<file path="config.mk">
export PLATFORM = sky130hd
export DESIGN_NAME = dq_fill_ctrl_flat
export DESIGN_NICKNAME = d
export VERILOG_FILES = /design/src/rtl/dq_fill_ctrl_pkg.sv /design/src/rtl/dq_fill_ctrl_if.sv /design/src/rtl/dq_fill_ctrl_refill_timer.sv /design/src/rtl/dq_fill_ctrl.sv /design/src/flat_wrapper.sv
export SDC_FILE = /design/constraint.sdc
export NUM_CORES = 1
export LEC_CHECK = 0
export ABC_AREA = 1
export CAP_MARGIN = 0
export CELL_PAD_IN_SITES_DETAIL_PLACEMENT = 0
export CELL_PAD_IN_SITES_GLOBAL_PLACEMENT = 1
export CORE_ASPECT_RATIO = 0.8
export CORE_MARGIN = 2
export CORE_UTILIZATION = 26
export CTS_CLUSTER_DIAMETER = 100
export DETAILED_ROUTE_END_ITERATION = 10
export PLACE_DENSITY_LB_ADDON = 0.1
export SLEW_MARGIN = 20
export SYNTH_ARGS = -nofsm -noshare
export SYNTH_HDL_FRONTEND = slang
export SYNTH_SLANG_ARGS = --single-unit
export TNS_END_PERCENT = 1
</file>
<file path="constraint.sdc">
create_clock -name clk -period 3.3 [get_ports clk]
set_input_delay 0.66 -clock clk [delete_from_list [all_inputs] [get_ports clk]]
set_output_delay 0.66 -clock clk [all_outputs]
set_load 0.1 [all_outputs]
</file>
<file path="src/rtl/dq_fill_ctrl_pkg.sv">
// Shared parameters, derived widths and state type for the decode-queue fill controller.
package dq_fill_ctrl_pkg;

    localparam int DQ_N       = 8;
    localparam int MQ_N       = 4;
    localparam int REFILL_LAT = 2;

    // Width of a count that must hold 0..n inclusive
    function automatic int occ_width(input int n);
        return $clog2(n) + 1;
    endfunction

    function automatic int cnt_width(input int n);
        return $clog2(n) + 1;
    endfunction

    localparam int OCC_W = occ_width(DQ_N);
    localparam int CNT_W = cnt_width(MQ_N);

    typedef enum logic [1:0] {
        ST_RUN    = 2'd0,
        ST_FLUSH  = 2'd1,
        ST_REFILL = 2'd2
    } dq_state_e;

endpackage

</file>
<file path="src/rtl/dq_fill_ctrl_if.sv">
// Fetch/decode handshake bundle between the fetch side (master) and the fill controller (slave).
interface dq_fill_if #(
    parameter int DQ_N = dq_fill_ctrl_pkg::DQ_N,
    parameter int MQ_N = dq_fill_ctrl_pkg::MQ_N
);
    import dq_fill_ctrl_pkg::*;

    localparam int OW = occ_width(DQ_N);
    localparam int CW = cnt_width(MQ_N);

    logic          fet_ready;
    logic [CW-1:0] fet_count;
    logic          dec_ready;
    logic          redirect;
    logic          fet_valid;
    logic          fet_accept;
    logic          dq_stall;
    logic          dq_flush;
    logic [OW-1:0] occ;
    logic          dq_empty;
    logic          dq_full;

    modport master (
        output fet_ready, fet_count, dec_ready, redirect,
        input  fet_valid, fet_accept, dq_stall, dq_flush, occ, dq_empty, dq_full
    );

    modport slave (
        input  fet_ready, fet_count, dec_ready, redirect,
        output fet_valid, fet_accept, dq_stall, dq_flush, occ, dq_empty, dq_full
    );

endinterface

</file>
<file path="src/rtl/dq_fill_ctrl_refill_timer.sv">
// Refill-latency down-counter: load on flush, decrement while refilling, flag at zero.
module dq_refill_timer #(
    parameter int TW = 1
) (
    input  logic          clk,
    input  logic          rst,
    input  logic          load,
    input  logic [TW-1:0] load_val,
    input  logic          dec,
    output logic          zero
);

    logic [TW-1:0] cnt_q;
    logic [TW-1:0] cnt_d;

    // Next count: load wins over decrement; never decrement below zero
    always_comb begin
        cnt_d = cnt_q;
        if (load) begin
            cnt_d = load_val;
        end else if (dec && (cnt_q != {TW{1'b0}})) begin
            cnt_d = cnt_q - {{(TW-1){1'b0}}, 1'b1};
        end else begin
            cnt_d = cnt_q;
        end
    end

    // Count register
    always_ff @(posedge clk) begin
        if (rst) begin
            cnt_q <= {TW{1'b0}};
        end else begin
            cnt_q <= cnt_d;
        end
    end

    assign zero = (cnt_q == {TW{1'b0}});

endmodule

</file>
<file path="src/rtl/dq_fill_ctrl.sv">
// Decode-queue fill controller: gates whole fetch bundles into the queue by free space
// and sequences flush/refill after a redirect or reset.
module dq_fill_ctrl #(
    parameter int DQ_N       = dq_fill_ctrl_pkg::DQ_N,
    parameter int MQ_N       = dq_fill_ctrl_pkg::MQ_N,
    parameter int REFILL_LAT = dq_fill_ctrl_pkg::REFILL_LAT
) (
    input logic      clk,
    input logic      rst,
    dq_fill_if.slave dq_bus
);
    import dq_fill_ctrl_pkg::*;

    localparam int OW  = occ_width(DQ_N);
    localparam int CW  = cnt_width(MQ_N);
    localparam int SW  = ((OW > CW) ? OW : CW) + 1;
    localparam int TW  = (REFILL_LAT > 1) ? $clog2(REFILL_LAT) : 1;
    localparam int LDV = (REFILL_LAT > 0) ? (REFILL_LAT - 1) : 0;

    dq_state_e     state_q;
    dq_state_e     state_d;
    dq_state_e     state_nr_s;
    logic [OW-1:0] occ_q;
    logic [OW-1:0] occ_d;
    logic [OW-1:0] occ_nr_s;
    logic [SW-1:0] fill_sum_s;
    logic          pop_s;
    logic          fet_valid_s;
    logic          fet_accept_s;
    logic          dq_stall_s;
    logic          dq_flush_s;
    logic          tmr_load_s;
    logic          tmr_dec_s;
    logic          tmr_zero_s;

    dq_refill_timer #(.TW(TW)) u_refill_timer (
        .clk      (clk),
        .rst      (rst),
        .load     (tmr_load_s),
        .load_val (TW'(LDV)),
        .dec      (tmr_dec_s),
        .zero     (tmr_zero_s)
    );

    // Next-state, occupancy and handshake outputs
    always_comb begin
        state_nr_s   = state_q;
        occ_nr_s     = occ_q;
        fill_sum_s   = {SW{1'b0}};
        pop_s        = 1'b0;
        fet_valid_s  = 1'b0;
        fet_accept_s = 1'b0;
        dq_stall_s   = 1'b0;
        dq_flush_s   = 1'b0;
        tmr_load_s   = 1'b0;
        tmr_dec_s    = 1'b0;

        case (state_q)
            ST_RUN: begin
                dq_stall_s = ~dq_bus.dec_ready;
                pop_s      = ~dq_stall_s & (occ_q != {OW{1'b0}});
                // Widened so occ - pop + count can be compared against DQ_N without wrapping
                fill_sum_s = SW'(occ_q) - SW'(pop_s) + SW'(dq_bus.fet_count);
                if (dq_bus.fet_ready && !dq_stall_s && !dq_bus.redirect &&
                    (dq_bus.fet_count != {CW{1'b0}}) && (fill_sum_s <= SW'(DQ_N))) begin
                    fet_valid_s = 1'b1;
                end else begin
                    fet_valid_s = 1'b0;
                end
                if (fet_valid_s) begin
                    fet_accept_s = 1'b1;
                    occ_nr_s     = OW'(fill_sum_s);
                end else if (dq_bus.fet_ready && !dq_stall_s && !dq_bus.redirect &&
                             (dq_bus.fet_count == {CW{1'b0}})) begin
                    fet_accept_s = 1'b1;
                    occ_nr_s     = occ_q - OW'(pop_s);
                end else begin
                    fet_accept_s = 1'b0;
                    occ_nr_s     = occ_q - OW'(pop_s);
                end
            end
            ST_FLUSH: begin
                dq_flush_s   = 1'b1;
                fet_accept_s = 1'b1;
                occ_nr_s     = {OW{1'b0}};
                if (REFILL_LAT == 32'sd0) begin
                    state_nr_s = ST_RUN;
                end else begin
                    state_nr_s = ST_REFILL;
                    tmr_load_s = 1'b1;
                end
            end
            ST_REFILL: begin
                fet_accept_s = 1'b1;
                dq_stall_s   = 1'b1;
                occ_nr_s     = {OW{1'b0}};
                if (tmr_zero_s) begin
                    state_nr_s = ST_RUN;
                end else begin
                    tmr_dec_s  = 1'b1;
                end
            end
            default: begin
                state_nr_s = ST_FLUSH;
                occ_nr_s   = {OW{1'b0}};
            end
        endcase

        if (dq_bus.redirect) begin
            state_d = ST_FLUSH;
            occ_d   = {OW{1'b0}};
        end else begin
            state_d = state_nr_s;
            occ_d   = occ_nr_s;
        end
    end

    // State and occupancy registers
    always_ff @(posedge clk) begin
        if (rst) begin
            state_q <= ST_FLUSH;
            occ_q   <= {OW{1'b0}};
        end else begin
            state_q <= state_d;
            occ_q   <= occ_d;
        end
    end

    assign dq_bus.fet_valid  = fet_valid_s;
    assign dq_bus.fet_accept = fet_accept_s;
    assign dq_bus.dq_stall   = dq_stall_s;
    assign dq_bus.dq_flush   = dq_flush_s;
    assign dq_bus.occ        = occ_q;
    assign dq_bus.dq_empty   = (occ_q == {OW{1'b0}});
    assign dq_bus.dq_full    = (occ_q == OW'(DQ_N));

endmodule

</file>
<file path="src/flat_wrapper.sv">
// flat-port wrapper written by rule: the top's interface ports become plain ports
module dq_fill_ctrl_flat import dq_fill_ctrl_pkg::*;
#(
    parameter int DQ_N       = dq_fill_ctrl_pkg::DQ_N,
    parameter int MQ_N       = dq_fill_ctrl_pkg::MQ_N,
    parameter int REFILL_LAT = dq_fill_ctrl_pkg::REFILL_LAT
)
  (clk, rst, dq_bus_fet_ready, dq_bus_fet_count, dq_bus_dec_ready, dq_bus_redirect, dq_bus_fet_valid, dq_bus_fet_accept, dq_bus_dq_stall, dq_bus_dq_flush, dq_bus_occ, dq_bus_dq_empty, dq_bus_dq_full);
  dq_fill_if #(.DQ_N(DQ_N), .MQ_N(MQ_N)) dq_bus_i ();
  input logic clk;
  input logic rst;
  input wire logic [$bits(dq_bus_i.fet_ready)-1:0] dq_bus_fet_ready;
  input wire logic [$bits(dq_bus_i.fet_count)-1:0] dq_bus_fet_count;
  input wire logic [$bits(dq_bus_i.dec_ready)-1:0] dq_bus_dec_ready;
  input wire logic [$bits(dq_bus_i.redirect)-1:0] dq_bus_redirect;
  output wire logic [$bits(dq_bus_i.fet_valid)-1:0] dq_bus_fet_valid;
  output wire logic [$bits(dq_bus_i.fet_accept)-1:0] dq_bus_fet_accept;
  output wire logic [$bits(dq_bus_i.dq_stall)-1:0] dq_bus_dq_stall;
  output wire logic [$bits(dq_bus_i.dq_flush)-1:0] dq_bus_dq_flush;
  output wire logic [$bits(dq_bus_i.occ)-1:0] dq_bus_occ;
  output wire logic [$bits(dq_bus_i.dq_empty)-1:0] dq_bus_dq_empty;
  output wire logic [$bits(dq_bus_i.dq_full)-1:0] dq_bus_dq_full;
  assign dq_bus_i.fet_ready = dq_bus_fet_ready;
  assign dq_bus_i.fet_count = dq_bus_fet_count;
  assign dq_bus_i.dec_ready = dq_bus_dec_ready;
  assign dq_bus_i.redirect = dq_bus_redirect;
  assign dq_bus_fet_valid = dq_bus_i.fet_valid;
  assign dq_bus_fet_accept = dq_bus_i.fet_accept;
  assign dq_bus_dq_stall = dq_bus_i.dq_stall;
  assign dq_bus_dq_flush = dq_bus_i.dq_flush;
  assign dq_bus_occ = dq_bus_i.occ;
  assign dq_bus_dq_empty = dq_bus_i.dq_empty;
  assign dq_bus_dq_full = dq_bus_i.dq_full;
  dq_fill_ctrl #(.DQ_N(DQ_N), .MQ_N(MQ_N), .REFILL_LAT(REFILL_LAT)) u_core (.clk(clk), .rst(rst), .dq_bus(dq_bus_i));
endmodule
</file>
Word level (Yosys, flattened, before mapping)
Index checks and enable logic that the tools add are counted.
- logic and storage cells: 47
- flip-flop bits (word level): 7
- output and inout port bits: 10
- reduce and logical (&&, ||, !) cells: 17
- magnitude comparators: 1
- bitwise logic cells: 3
- equality and inequality tests: 4
- multiplexer cells: 15
- add/subtract/negate cells: 4
- operators with widths (cell ; number):
    1-bit two-way mux ; 10
    1-bit logical AND ; 6
    2-bit case mux with 3 select lines ; 1
    5-bit by 3-bit adder with 5-bit output ; 1
    5-bit by 4-bit <= comparator with 1-bit output, second input constant ; 1
    4-bit by 1-bit subtractor with 5-bit output ; 1
    4-bit == test, second input constant ; 1
    4-bit logical NOT ; 1
    4-bit two-way mux ; 1
    1-bit case mux with 2 select lines ; 2
    4-bit nonzero test ; 1
    2-bit OR reduction ; 2
    4-bit by 1-bit subtractor with 4-bit output ; 1
    3-bit logical NOT ; 1
    3-bit nonzero test ; 1
    3-bit OR reduction ; 1
    2-bit by 1-bit == test with 1-bit output, second input constant ; 1
    2-bit == test, second input constant ; 1
    2-bit logical NOT ; 1
    2-bit two-way mux ; 1
    2-bit inequality test, second input constant ; 1
    1-bit NOT ; 2
    2-bit AND reduction ; 1
    2-bit nonzero test ; 1
    other kinds (3) ; 3

Logic depth before layout (Yosys ltp)
Gate-level depths: netlist (run 1).
- depth in word-level cells: 10
- depth in mapped cells: 16
- mapped depth without buffers: 16

By module
From an unflattened synthesis (run 1), not the netlist that was laid out.
- cells, all modules: 115
- area, all modules: 750.7 um^2
- modules (own cells, without submodules) (module ; seq. area each (um^2) ; area each (um^2) ; cells each ; instances):
    dq_fill_ctrl ; 120.1 ; 699.4 ; 106 ; 1
    dq_refill_timer ; 20.0 ; 51.3 ; 9 ; 1

Worst setup path after synthesis (run 1)
OpenSTA, ideal clock, no wires.
- kind: reg2out
- start point: register u_core.occ_q[2] (netlist: u_core.dq_bus.occ[2])
- end point: output dq_bus_fet_accept
- cell stages (with the launch flop): 14
- slack: -3460 ps
- buffers on the path: 0
- arrival time: 6100 ps
- required time: 2640 ps
- path through: dfxtp_1 -> nor2_1 -> inv_1 -> nor3_1 -> nor2_1 -> ha_1 -> inv_1 -> ha_1 -> fa_1 -> xnor2_1 -> nand2_1 -> nand3_1 -> nand3_1 -> a21oi_1
- cells in the longest elaborated chain, start to end: 10
- ends and longest elaborated chain (element ; RTL line ; RTL):
    from (decl) ; dq_fill_ctrl.sv:23 ; logic [OW-1:0] occ_q;
    from (signal assigned) ; dq_fill_ctrl.sv:122 ; occ_q <= {OW{1'b0}};
    4-bit nonzero test ; dq_fill_ctrl.sv:61 ; pop_s = ~dq_stall_s & (occ_q != {OW{1'b0}});
    1-bit bitwise AND ; dq_fill_ctrl.sv:61 ;
    4-bit by 1-bit subtractor with 5-bit output (*) ; dq_fill_ctrl.sv:63 ; fill_sum_s = SW'(occ_q) - SW'(pop_s) + SW'(dq_bus.fet_count);
    5-bit by 3-bit adder with 5-bit output (*) ; dq_fill_ctrl.sv:63 ;
    5-bit by 4-bit <= comparator with 1-bit output (*) ; dq_fill_ctrl.sv:65 ; (dq_bus.fet_count != {CW{1'b0}}) && (fill_sum_s <= SW'(DQ_N))) begin
    1-bit logical AND (*) ; dq_fill_ctrl.sv:65 ;
    1-bit two-way mux (*) ; dq_fill_ctrl.sv:64 ; if (dq_bus.fet_ready && !dq_stall_s && !dq_bus.redirect &&
    1-bit two-way mux (*) ; dq_fill_ctrl.sv:58 ; case (state_q)
    1-bit two-way mux (*) ; dq_fill_ctrl.sv:70 ; if (fet_valid_s) begin
    1-bit case mux with 2 select lines (*) ; dq_fill_ctrl.sv:58 ;
    to (decl) ; flat_wrapper.sv:17 ; output wire logic [$bits(dq_bus_i.fet_accept)-1:0] dq_bus_fet_accept;
Every way passes the cells marked *; elsewhere a longest branch is shown, timed or not. The select of a mux whose other input is x is not followed.

Worst setup path in the final report (run 1)
Same ends and word-level chain as after synthesis.

==> metrics, run 1 <==
status=completed; CP Buf/Inv Count=3; Fmax achieved=~0.3 GHz; Synth Register Bits=7; initial antenna violation count=0; CP most frequent cell=inv_2; fin cells=roughly 170; area post-placement=around 0.001 mm^2; GRT Util Overall=roughly an eighth; worst hold slack=between 0.5 and 0.6 ns; fin util=between 40% and 50%; multi-input logic area=~560 um^2; I/O pin count=18; Mapped Area=around 670 um^2; total negative slack=0 ns; first-pass GRT wire length=slightly below 3000 um; critical path launch point type=flip-flop; pre-CTS WS=-0.334 ns; CP arrival=between 2 and 3 ns; Post-synth EDFFs=0; Post-Syn Nets=122; max_slew headroom=between 60% and 70%; ANT nets after route=0; largest cells by area after synthesis=ha_1, dfxtp_1, inv_1; n_diodes=0; vias per cell=4.28; Final Hold Fails=0; clock latency on the worst-skew pair=about 0.26 ns; Max Cap Viol=0; CTS Buf Count=3; Post-synth top flop=dfxtp_1; minimum clock period=between 3 and 4 ns; r2r endpoint=u_core.dq_bus.occ[0]; Reg clk slew, reported paths=approximately 0.060 ns; P_leak=roughly 0.56 nW; WHS Endpoint=u_core.u_refill_timer.cnt_q; reg2reg path depth=18; critical setup path kind=reg -> out; largest net degree at the start of global routing=7; hold_sp=u_core.u_refill_timer.cnt_q; fraction of layout cells with a size suffix above 1=~40%; clk sinks=7; DR WL/cell=around 11 um; DRC Markers=0; Synthesis Warnings=0; Synth-to-Final Area Change=70.8%; clock tree from TritonCTS=built; PwrDens=approximately 280 mW/mm^2; CP max FO=2; R2R setup slack=between 0.7 and 0.8 ns; Max Slew Vio Count=0; total grt overflow=0; Die W=60.7 um; DRT iter0 DRCs=21; final period utilization=99.9%; post-synth top area cell=ha_1; Hold WC Path Type=reg -> reg; Site Rows=16; Die Ht=49.4 um; WL final=between 1500 and 2000 um; final setup violation count=0; vias in the first global route=a little under 700; crit-path cells=nor2_4, inv_2, nor3_4, nor2_1, ha_1, inv_2, ha_4, fa_2, xnor2_2, nand2_1, nand3_2, nand3_4, a21oi_4, buf_12; distinct cell type count after synthesis=17; Slew @ Worst Pin=around 0.56 ns; CTS H-Tree Depth=1; Core Area=0.00244 mm^2; sequential cell area fraction in the yosys report=a little over a fifth; full die area=about 0.003 mm^2; placed cell count=160; Vias=between 700 and 800; asr flop ratio synth=0%; DRT Pass-1 Iters=4; CP Capture Type=output pin; starting density of the core=~27%; launch point of the worst reg-to-reg path=u_core.dq_bus.occ[2]; final net count=roughly 160; Fin Clk Skew=between 0.001 and 0.0015 ns; VDD IR max=0.135 mV; Req. time, crit path=roughly 2.6 ns; GP Congestion=between 0.7 and 0.8; layout filler cell count=between 200 and 300; Total Power=around 320 uW; Crit path max-delay family=adder cells; Post-Synthesis Cells=around 100; post-synth top area share=between 20 and 25%; CP peak stage delay=a little under 0.4 ns; clock buffer depth=2; FF+latch area=~150 um^2; dpl hpwl=between 1000 and 1500 um; RSZ-0062 raised after global routing=true; post-route setup slack=0.00434 ns; Critical-path top delay cell=fa_2; Min-Delay Path Depth=2; Post-CTS Hold Buffers=0; syn_area_per_cell=approximately 6.6 um^2; CTS Root Buffer Type=clkbuf_4; final instance area=roughly 0.0011 mm^2; Port Buffer Count=17
==> sequential cells by signal, summed over array words and instances (netlist names) <==
| signal | cells |
|---|---|
| u_core.u_refill_timer.cnt_q | 1 |
| u_core.dq_bus.occ | 4 |
| u_core.state_q | 2 |
==> cells by family after synthesis <==
kind of cell,count (synthesis),synth area share [%]
buf+inv,23,12.9
xor+xnor,3,3.93
compound gates,12,9.91
simple gates,43,26.9
fa+ha+maj,13,25.4
flops,7,20.9
==> how the worst max path moves through the flow <==
stage,from,endpoint,slack (ns),depth (start not counted)
2_1_floorplan,u_core.dq_bus.occ[1],dq_bus_fet_accept,-0.88,13
3_3_place_gp,dq_bus_dec_ready,dq_bus_fet_accept,-0.31,13
3_5_place_dp,dq_bus_dec_ready,dq_bus_fet_accept,-0.33,13
4_1_cts,dq_bus_fet_count[2],dq_bus_fet_accept,-0.02,12
5_1_grt,u_core.dq_bus.occ[2],dq_bus_fet_accept,-0.16,14
6_report,u_core.dq_bus.occ[2],dq_bus_fet_accept,0.004,14
==> power breakdown <==
group	switching, mW	internal [mW]
Sequential	0.00290	0.0867
Combinational	0.0913	0.0610
Clock	0.0355	0.0464
Total	0.130	0.194
==> repair_timing <==
action | CTS | global route
buffers inserted | 5 | 2
pin swaps | 13 | 7
resized for setup | 10 | 4
endpoints found under the setup margin | 2 | 2
==> cells in the final DEF (no fill, tap or decap), drive strengths merged, types with 2 or more instances in the layout <==
master	count
a21oi	8
buf	23
ha	12
o21ai	2
nand2	19
clkbuf	4
xnor2	2
nor2	15
inv	21
clkdlybuf4s50	4
dfxtp	7
nor3	3
nand3	6
==> worst min-delay path: stages (launching register included) <==
cell and delay, ns:
dfxtp_1 0.33, a21oi_1 0.07, nor2_1 0.07
==> Yosys cell counts (2+ instances only) <==
cell / n
ha_1: 12
nand3_1: 6
inv_1: 22
dfxtp_1: 7
nor3_1: 3
o21ai_0: 2
xnor2_1: 2
a21oi_1: 8
nor2_1: 13
nor2_2: 2
nand2_1: 18
==> routing by layer <==
metal | wire length [um] | global-route usage, % | share of wire [%] | vias up
li1 | - | - | - | 387
met1 | 813 | 15.2 | 45 | 329
met2 | 899 | 22.2 | 50 | 14
met3 | 67 | 5.04 | 3.7 | 2
met4 | 15 | 3.26 | 0.84 | 0
met5 | 0 | 0 | 0 | -
==> layout make-up <==
type / count / share of cell area, %
multi-input combinational: 71 / 49.2
timing repair buffer: 30 / 23.5
sequential: 7 / 13.1
inverter: 23 / 7.88
tap: 36 / 3.94
clock buffer: 4 / 2.30
Note: power is estimated with default switching activity, not from simulation.
==> inputs of run 2 (changes only) <==
--- a/config.mk
+++ b/config.mk
@@ -11,7 +11,7 @@
 export CELL_PAD_IN_SITES_GLOBAL_PLACEMENT = 1
 export CORE_ASPECT_RATIO = 0.8
 export CORE_MARGIN = 2
-export CORE_UTILIZATION = 26
+export CORE_UTILIZATION = 28
 export CTS_CLUSTER_DIAMETER = 100
 export DETAILED_ROUTE_END_ITERATION = 10
 export PLACE_DENSITY_LB_ADDON = 0.1
==> metrics, run 2 (synthesis results as in run 1) <==
Die W=58.7 um (-3.4%); Max Cap Viol=0 (unchanged); Die Ht=47.7 um (-3.4%); vias in the first global route=670 (-3.6%); minimum clock period=3.31 ns (+0.0133 ns); CTS Root Buffer Type=clkbuf_4; area post-placement=0.00100 mm^2 (-1.4%); critical path launch point type=primary input; initial antenna violation count=0 (unchanged); CTS H-Tree Depth=1 (unchanged); placed cell count=149 (-6.9%); Hold WC Path Type=reg -> reg; VDD IR max=0.151 mV (+12%); largest net degree at the start of global routing=7 (unchanged); top layer in use=met3; worst hold slack=0.507 ns (+0.00687 ns); final instance area=0.00111 mm^2 (-3.1%); max_slew headroom=65.8% (+3.8 points); GRT Util Overall=14.2% (+1.1 points); final period utilization=100% (+0.40 points); Fmax achieved=0.302 GHz (-0.40%); P_leak=0.554 nW (-0.87%); Synth-to-Final Area Change=65.6%; WL final=1710 um (-5.0%); Post-Route M1 WL=811 um (-0.25%); clock tree from TritonCTS=built; first-pass GRT wire length=2850 um (-2.1%); dpl hpwl=1440 um (+3.0%); failing checks=design-rule violations, negative setup slack; n_diodes=0 (unchanged); fin cells=161 (-5.8%); Req. time, crit path=2.64 ns (about the same); vias per cell=4.52 (+5.5%); final net count=158 (+0.64%); Slew @ Worst Pin=0.508 ns (-0.0561 ns); total grt overflow=0 (unchanged); CP Capture Type=output pin; final setup violation count=1 (+1); Met3 Routed Length=91 um (+36%); DRT iter0 DRCs=15 (-29%); GP Congestion=0.796 (+8.0%); ANT nets after route=0 (unchanged); CP arrival=2.65 ns (about the same); Port Buffer Count=17 (unchanged); Core Area=0.00221 mm^2 (-9.3%); DR WL/cell=10.6 um (+0.95%); RSZ-0062 raised after global routing=true; clk sinks=7 (unchanged); fraction of layout cells with a size suffix above 1=39.0% (-0.29 points); Final Hold Fails=0 (unchanged); post-route setup slack=-0.00900 ns (-0.0133 ns); CP max FO=2 (unchanged); status=complete, but fails checks; commonest cells after routing, fill and taps aside=buf_4, inv_1, nand2_1; I/O pin count=18 (unchanged); Site Rows=15 (-1); CTS Buf Count=3 (unchanged); DRT Pass-1 Iters=7 (+3); Max Slew Vio Count=0 (unchanged); Reg clk slew, reported paths=0.06 ns (about the same); full die area=0.00280 mm^2 (-6.6%); Fin Clk Skew=0.00657 ns (+0.00532 ns); commonest non-fill, non-tap cell in the layout=buf_4; clock buffer depth=2 (unchanged); DRC Markers=2 (+2); DR WL met2=804 um (-11%); number of flip-flops in the largest register=4 (unchanged); Vias=727 (-0.68%); critical setup path kind=in -> out; clock latency on the worst-skew pair=0.25 ns (about the same); total negative slack=-0.00900 ns (-0.00900 ns); PwrDens=286 mW/mm^2 (+1.1%); starting density of the core=30.2% (+2.8 points)
[run 2: timing repair]
action,CTS,global route
endpoints found under the setup margin,2,2
resized for setup,11,0
hold buffers,0,0
gates cloned,0,0
pin swaps,13,0
setup buffers,8,0
[run 2: metrics by stage]
stage | utilization (%) | setup slack (ns) | power (mW)
after floorplan | - | -0.876 | 0.186
after global placement | 45.3 | -0.299 | 0.229
after detailed placement | 45.3 | -0.335 | 0.229
after CTS | 50.1 | 0.000372 | 0.320
after global routing | 50.1 | -0.158 | 0.337
final | 50.1 | -0.00900 | 0.317
[run 2: power breakdown]
| part | switching, mW | total [mW] | internal (mW) |
|---|---|---|---|
| Clock | 0.0327 | 0.0789 | 0.0462 |
| Sequential | 0.00291 | 0.0897 | 0.0868 |
| Combinational | 0.0897 | 0.149 | 0.0592 |
[run 2: path summary, 6_finish.rpt]
check | depth (start not counted) | endpoint | slack [ns] | from
worst max register to register | 17 | u_core.dq_bus.occ[0] | 0.71 | u_core.dq_bus.occ[2]
worst min-delay path | 2 | u_core.u_refill_timer.cnt_q | 0.51 | u_core.u_refill_timer.cnt_q
worst max-delay path | 13 | dq_bus_fet_accept | -0.009 | dq_bus_dec_ready
worst min register to register | 2 | u_core.u_refill_timer.cnt_q | 0.51 | u_core.u_refill_timer.cnt_q
[run 2: final cells by class]
type                            count  area [um^2]
Sequential cell                     7          150
Tap cell                           25         31.3
Inverter                           23         90.1
Fill cell                         232         1110
Multi-Input combinational cell     71          537
Clock buffer                        4         26.3
Timing Repair Buffer               31          274
[run 2: worst max-delay path: stages]
cell and delay, ns:
clkdlybuf4s15_2 0.19, inv_2 0.04, nor2_1 0.03, ha_1 0.28, inv_1 0.05, ha_2 0.19
fa_2 0.38, xnor2_2 0.19, nand2_1 0.09, nand3_2 0.10, nand3_4 0.10, a21oi_4 0.16
buf_12 0.19
[run 2: routing by layer]
layer / global-route usage [%] / vias up
li1: - / 387
met5: 0 / -
met3: 5.95 / 0
met1: 17.1 / 327
met2: 24.5 / 13
met4: 2.73 / 0
